### src/rtl/mc_main_cntl.sv
// mc_main_cntl -- multicycle main control FSM for the MIPS core.
//
// Sequences the shared ALU, memory port, IR, PC and register file through
// fetch / decode / execute / memory / writeback cycles. All control outputs
// are decoded from the current state. In FETCH, oPCWrite and oIRWrite are
// also gated by iMemReady. A retired-fetch counter and a one-cycle
// illegal-opcode flag are also provided.
//
// Ports:
//   clk, resetn          clock, asynchronous active-low reset
//   iOpcode[5:0]         IR[31:26], meaningful from DECODE onward
//   iMemReady            memory completes the current access this cycle
//   oPCWrite/oPCWriteCond/oPCSource   PC update controls
//   oIorD/oMemRead/oMemWrite          memory port controls
//   oIRWrite                          IR load
//   oMemtoReg/oRegDst/oRegWrite       register file write controls
//   oALUSrcA/oALUSrcB/oALUOp          ALU operand and operation selects
//   oIllegal             one-cycle pulse on an unsupported opcode
//   oState[3:0]          current state code (debug)
//   oInstCount[CNT_W-1:0] completed instruction fetches (wraps)
module mc_main_cntl #(
  parameter int          CNT_W    = 32,
  parameter logic [5:0]  OP_RTYPE = 6'h00,
  parameter logic [5:0]  OP_LW    = 6'h23,
  parameter logic [5:0]  OP_SW    = 6'h2B,
  parameter logic [5:0]  OP_BEQ   = 6'h04,
  parameter logic [5:0]  OP_J     = 6'h02
) (
  input  logic             clk,
  input  logic             resetn,
  input  logic [5:0]       iOpcode,
  input  logic             iMemReady,
  output logic             oPCWrite,
  output logic             oPCWriteCond,
  output logic             oIorD,
  output logic             oMemRead,
  output logic             oMemWrite,
  output logic             oIRWrite,
  output logic             oMemtoReg,
  output logic             oRegDst,
  output logic             oRegWrite,
  output logic             oALUSrcA,
  output logic [1:0]       oALUSrcB,
  output logic [1:0]       oALUOp,
  output logic [1:0]       oPCSource,
  output logic             oIllegal,
  output logic [3:0]       oState,
  output logic [CNT_W-1:0] oInstCount
);

  typedef enum logic [3:0] {
    IDLE    = 4'd0,
    FETCH   = 4'd1,
    DECODE  = 4'd2,
    MEMADR  = 4'd3,
    MEMRD   = 4'd4,
    MEMWB   = 4'd5,
    MEMWR   = 4'd6,
    EXEC    = 4'd7,
    RWB     = 4'd8,
    BRANCH  = 4'd9,
    JUMP    = 4'd10,
    ILLEGAL = 4'd11
  } state_t;

  state_t state, stateNxt;

  // The fetch retires when memory returns the instruction word.
  logic fetchDone;
  assign fetchDone = (state == FETCH) && iMemReady;

  always_ff @(posedge clk or negedge resetn) begin
    if (!resetn) state <= IDLE;
    else         state <= stateNxt;
  end

  always_ff @(posedge clk or negedge resetn) begin
    if (!resetn)        oInstCount <= '0;
    else if (fetchDone) oInstCount <= oInstCount + 1'b1;
  end

  // Next-state logic
  always_comb begin
    stateNxt = FETCH;
    unique case (state)
      IDLE:    stateNxt = FETCH;
      FETCH:   stateNxt = iMemReady ? DECODE : FETCH;
      DECODE: begin
        if (iOpcode == OP_LW || iOpcode == OP_SW) stateNxt = MEMADR;
        else if (iOpcode == OP_RTYPE)             stateNxt = EXEC;
        else if (iOpcode == OP_BEQ)               stateNxt = BRANCH;
        else if (iOpcode == OP_J)                 stateNxt = JUMP;
        else                                      stateNxt = ILLEGAL;
      end
      // IR holds the opcode, so it is still valid here.
      MEMADR:  stateNxt = (iOpcode == OP_LW) ? MEMRD : MEMWR;
      MEMRD:   stateNxt = iMemReady ? MEMWB : MEMRD;
      MEMWB:   stateNxt = FETCH;
      MEMWR:   stateNxt = iMemReady ? FETCH : MEMWR;
      EXEC:    stateNxt = RWB;
      RWB:     stateNxt = FETCH;
      BRANCH:  stateNxt = FETCH;
      JUMP:    stateNxt = FETCH;
      ILLEGAL: stateNxt = FETCH;
      default: stateNxt = FETCH;  // unused codes recover through FETCH
    endcase
  end

  // Output decode: everything defaults to 0 and is raised per state.
  always_comb begin
    oPCWrite     = 1'b0;
    oPCWriteCond = 1'b0;
    oIorD        = 1'b0;
    oMemRead     = 1'b0;
    oMemWrite    = 1'b0;
    oIRWrite     = 1'b0;
    oMemtoReg    = 1'b0;
    oRegDst      = 1'b0;
    oRegWrite    = 1'b0;
    oALUSrcA     = 1'b0;
    oALUSrcB     = 2'b00;
    oALUOp       = 2'b00;
    oPCSource    = 2'b00;
    oIllegal     = 1'b0;
    unique case (state)
      FETCH: begin
        // PC+4 is computed every FETCH cycle. PC and IR are loaded only
        // when the instruction word is returned.
        oMemRead = 1'b1;
        oALUSrcB = 2'b01;
        oPCWrite = iMemReady;
        oIRWrite = iMemReady;
      end
      DECODE: begin
        // Branch target computed in advance into ALUOut.
        oALUSrcB = 2'b11;
      end
      MEMADR: begin
        oALUSrcA = 1'b1;
        oALUSrcB = 2'b10;
      end
      MEMRD: begin
        oMemRead = 1'b1;
        oIorD    = 1'b1;
      end
      MEMWB: begin
        oRegWrite = 1'b1;
        oMemtoReg = 1'b1;
      end
      MEMWR: begin
        oMemWrite = 1'b1;
        oIorD     = 1'b1;
      end
      EXEC: begin
        oALUSrcA = 1'b1;
        oALUOp   = 2'b10;
      end
      RWB: begin
        oRegWrite = 1'b1;
        oRegDst   = 1'b1;
      end
      BRANCH: begin
        oALUSrcA     = 1'b1;
        oALUOp       = 2'b01;
        oPCWriteCond = 1'b1;
        oPCSource    = 2'b01;
      end
      JUMP: begin
        oPCWrite  = 1'b1;
        oPCSource = 2'b10;
      end
      ILLEGAL: begin
        // PC already advanced in FETCH, so the bad instruction is skipped.
        oIllegal = 1'b1;
      end
      default: ;
    endcase
  end

  assign oState = state;

endmodule
### config.mk
export PLATFORM = sky130hd
export DESIGN_NAME = mc_main_cntl
export DESIGN_NICKNAME = d
export VERILOG_FILES = /design/src/rtl/mc_main_cntl.sv
export SDC_FILE = /design/constraint.sdc
export NUM_CORES = 1
export LEC_CHECK = 0
export ABC_AREA = 1
export BUFFER_PORTS_ARGS = -buffer_cell sky130_fd_sc_hd__buf_2
export CORE_MARGIN = 5
export CORE_UTILIZATION = 52
export DETAILED_ROUTE_END_ITERATION = 7
export PLACE_DENSITY_LB_ADDON = 0.15
export SLEW_MARGIN = 20
export SYNTH_ARGS = -nofsm -noshare
export SYNTH_HDL_FRONTEND = slang
export SYNTH_SLANG_ARGS = --single-unit
### constraint.sdc
create_clock -name clk -period 2 [get_ports clk]
set_clock_uncertainty 0.05 [all_clocks]
set_input_delay 0.2 -clock clk [delete_from_list [all_inputs] [get_ports clk]]
set_output_delay 0.2 -clock clk [all_outputs]
set_load 0.005 [all_outputs]
==> results.sh <==
export IMPL_status="finished, final reports clean"
export IMPL_num_io_pins=62
export IMPL_yosysSeqAreaShare_pct=41.33
export IMPL_cts_setup_buffers=0
export IMPL_hold_class="in2reg"
export IMPL_final_antenna_net_count=0
export IMPL_ys_flop_type="dfrtp_1"
export IMPL_grt_pass1_vias=1998
export IMPL_die_y_um=74.74
export IMPL_fmax_mhz=558.1
export IMPL_clock_sinks=36
export IMPL_postCtsResizedCells=0
export IMPL_drt_iter0_drc=140
export IMPL_syn_num_nets=308
export IMPL_insertion_delay_ns=0.29
export IMPL_grt_max_degree=37
export IMPL_internal_power_w=0.001500
export IMPL_seqPwrFrac_pct=39.2
export IMPL_area_delta_synth_final_pct=21.76
export IMPL_rsz0062_at_grt="false"
export IMPL_timing_rr_end="oInstCount[21]$_DFFE_PN0P_"
export IMPL_cts_root_buf="clkbuf_8"
export IMPL_dp_hpwl_mm=4.289
export IMPL_synth_edf_count=0
export IMPL_wl_per_cell_um=13.11
export IMPL_cts_hold_buf=1
export IMPL_r2r_cells=9
export IMPL_overflow=0
export IMPL_period_share_pct=89.59
export IMPL_grt_pass1_wl_mm=9.163
export IMPL_r2r_start="oState[0]$_DFF_PN0_"
export IMPL_max_vdd_ir_drop_mv=0.6222
export IMPL_synth_area_um2=2180
export IMPL_drt_pass1_iterations=5
export IMPL_gp_congestion=0.8586
export IMPL_cap_violations=0
export IMPL_setup_tns_ns=0
export IMPL_synth_fa_ha_area_share_pct=0.5741
export IMPL_start_util_pct=54.10
export IMPL_async_flop_share_pct=100.0
export IMPL_synth_compound_area_share_pct=3.272
export IMPL_maxSlewHeadroom_pct=45.45
export IMPL_coreArea_um2=4029
export IMPL_end_kind="primary output"
export IMPL_path_class="reg2out"
export IMPL_critPathLaunchType="flop"
export IMPL_path_clk_slew_ns=0.08
export IMPL_tightest_slew_ns=0.8182
export IMPL_period_needed_ns=1.792
export IMPL_syn_inst=298
export IMPL_r2r_setup_slack_ns=0.26
export IMPL_synth_warning_count=0
export IMPL_worst_path_max_delay_cell="dfrtp_1"
export IMPL_diodes=0
export IMPL_endpoint="oIRWrite"
export IMPL_syn_avg_cell_area_um2=7.314
export IMPL_p_per_area_nw_per_um2=889.6
export IMPL_synth_simple_area_share_pct=38.92
export IMPL_finalSetupViolCount=0
export IMPL_cts_tree="built"
export IMPL_ys_seq_elements=36
export IMPL_path_max_fanout=13
export IMPL_switching_share_pct=36.48
export IMPL_viasPerCell=5.113
export IMPL_rows=23
export IMPL_critPathArrivalTime_ns=1.54
export IMPL_via_count=2132
export IMPL_cpPeakStageDelay_ns=0.45
export IMPL_synth_area_mux_share_pct=0
export IMPL_die_x_um=74.74
export IMPL_htree_levels=2
export IMPL_synth_top_area_share_pct=41.33
export IMPL_fin_nets=376
export IMPL_layout_drive_gt1_share_pct=23.43
export IMPL_cp_startpoint="oState[0]$_DFF_PN0_"
export IMPL_synth_cell_types=29
export IMPL_grt_usage_pct=21.28
export IMPL_crit_required_ns=1.75
export IMPL_finalMaxSlewViolations=0
export IMPL_portBuffers=61
export IMPL_path_cells="inv_2, nor2_4, nand3_4, clkinv_2, buf_2"
export IMPL_dieArea_um2=5586
export IMPL_cts_buffer_depth=2
export IMPL_cts_buffers=5
export IMPL_comb_power_share_pct=33.8
export IMPL_hold_viol=0
export IMPL_finalWirelength_mm=5.467
export IMPL_power_w=0.002361
export IMPL_power_leakage_nw=1.380
export IMPL_n_fill_cell=360
export IMPL_ys_top_cells_by_area="dfrtp_1 (41%), nand2_1 (15%), nor2_1 (8.6%)"
export IMPL_yosys_area_share_xor_xnor_pct=8.439
export IMPL_yosysTopAreaCell="dfrtp_1"
export IMPL_route_detailed_drc=0
export IMPL_power_switching_w=0.0008613
export IMPL_antenna_found_initial=0
export IMPL_synth_top_family_by_area="simple AND/OR/NAND/NOR gates"
export IMPL_p_clk_share_pct=26.9
[cell type report]
class                      count  area [µm²]  share of cell area [%]
multi-input combinational    222        1116                   42.06
sequential                    36       900.9                   33.95
timing repair buffer          63       322.8                   12.16
inverter                      38       143.9                   5.422
clock buffer                   6       72.57                   2.735
tap                           50       62.56                   2.357
clock inverter                 2       35.03                   1.320
[synth_stat cells, types with 2 or more instances]
| master | instances |
|---|---|
| inv_1 | 36 |
| dfrtp_1 | 36 |
| xnor2_1 | 9 |
| nand4_1 | 9 |
| o21ai_0 | 2 |
| nor2_2 | 5 |
| xor2_1 | 12 |
| nor3_1 | 3 |
| nand2_1 | 90 |
| nor2_4 | 5 |
| nor3_2 | 2 |
| nand3_1 | 20 |
| o22ai_1 | 3 |
| a21oi_1 | 2 |
| nor2_1 | 50 |
[sequential cells by signal (all words and copies together) (netlist names)]
| register | cells |
|---|---|
| oInstCount | 32 |
| oState | 4 |
[kinds of logic (layout without fill, tap and decap cells)]
kind of cell | count (synthesis) | count (layout)
simple gates | 189 | 189
buf+inv | 40 | 109
flops | 36 | 36
xor+xnor | 21 | 21
compound gates | 11 | 11
fa+ha+maj | 1 | 1
[cells in the final DEF, fill, tap and decap left out, types with 2 or more instances in the layout]
cell,n
clkbuf_8,5
nand4_1,9
clkinv_2,2
nand3_1,20
o22ai_1,3
buf_2,61
nor2_4,5
a21oi_1,2
nor2_1,50
nor2_2,5
nand2_1,90
xnor2_1,9
inv_1,36
o21ai_0,2
nor3_2,2
xor2_1,12
dfrtp_1,36
nor3_1,3
[metrics by stage]
step	util, %	setup slack [ns]	instance area, µm²	hold slack [ns]	instances
after floorplan	-	0.4918	2180	-0.1456	298
after global placement	62.95	0.3639	2536	0.2792	408
after detailed placement	62.95	0.2813	2536	0.2969	408
after CTS	65.87	0.2050	2654	0.09783	417
after global routing	65.87	0.04393	2654	0.1150	417
final	65.87	0.2082	2654	0.1101	417
[power groups by stage]
stage / Sequential, W / Clock, W / Combinational, W
2_1_floorplan: 0.000934 / 0 / 0.000494
3_3_place_gp: 0.000931 / 0 / 0.000795
3_5_place_dp: 0.000939 / 0 / 0.000801
4_1_cts: 0.000926 / 0.000655 / 0.000804
5_1_grt: 0.000947 / 0.000676 / 0.000886
6_report: 0.000926 / 0.000636 / 0.000798
[worst min-delay path by stage]
stage,start,endpoint,slack (ns),cells after the start
after floorplan,resetn,oInstCount[0]$_DFFE_PN0P_,-0.15,0
after global placement,resetn,oInstCount[4]$_DFFE_PN0P_,0.28,1
after detailed placement,resetn,oInstCount[4]$_DFFE_PN0P_,0.30,1
after CTS,iOpcode[3],oState[1]$_DFF_PN0_,0.1,3
after global routing,iOpcode[3],oState[1]$_DFF_PN0_,0.12,3
final,iOpcode[3],oState[1]$_DFF_PN0_,0.11,3
[worst max-delay path, delay by kind of cell (launching register included)]
kind / cells / cell delay (ns)
flops: 1 / 0.45
buf+inv: 3 / 0.43
simple gates: 2 / 0.37
[routing by layer]
metal / vias to the layer above / track usage (%) / wire length, µm / share of wire, %
met1: 982 / 28.58 / 2411 / 44
li1: 1070 / - / - / -
met5: - / 0 / 0 / 0
met3: 7 / 3.738 / 313 / 5.7
met4: 0 / 5.534 / 52 / 0.95
met2: 73 / 35.61 / 2690 / 49
No activity file was read; power rests on OpenSTA's default activity.
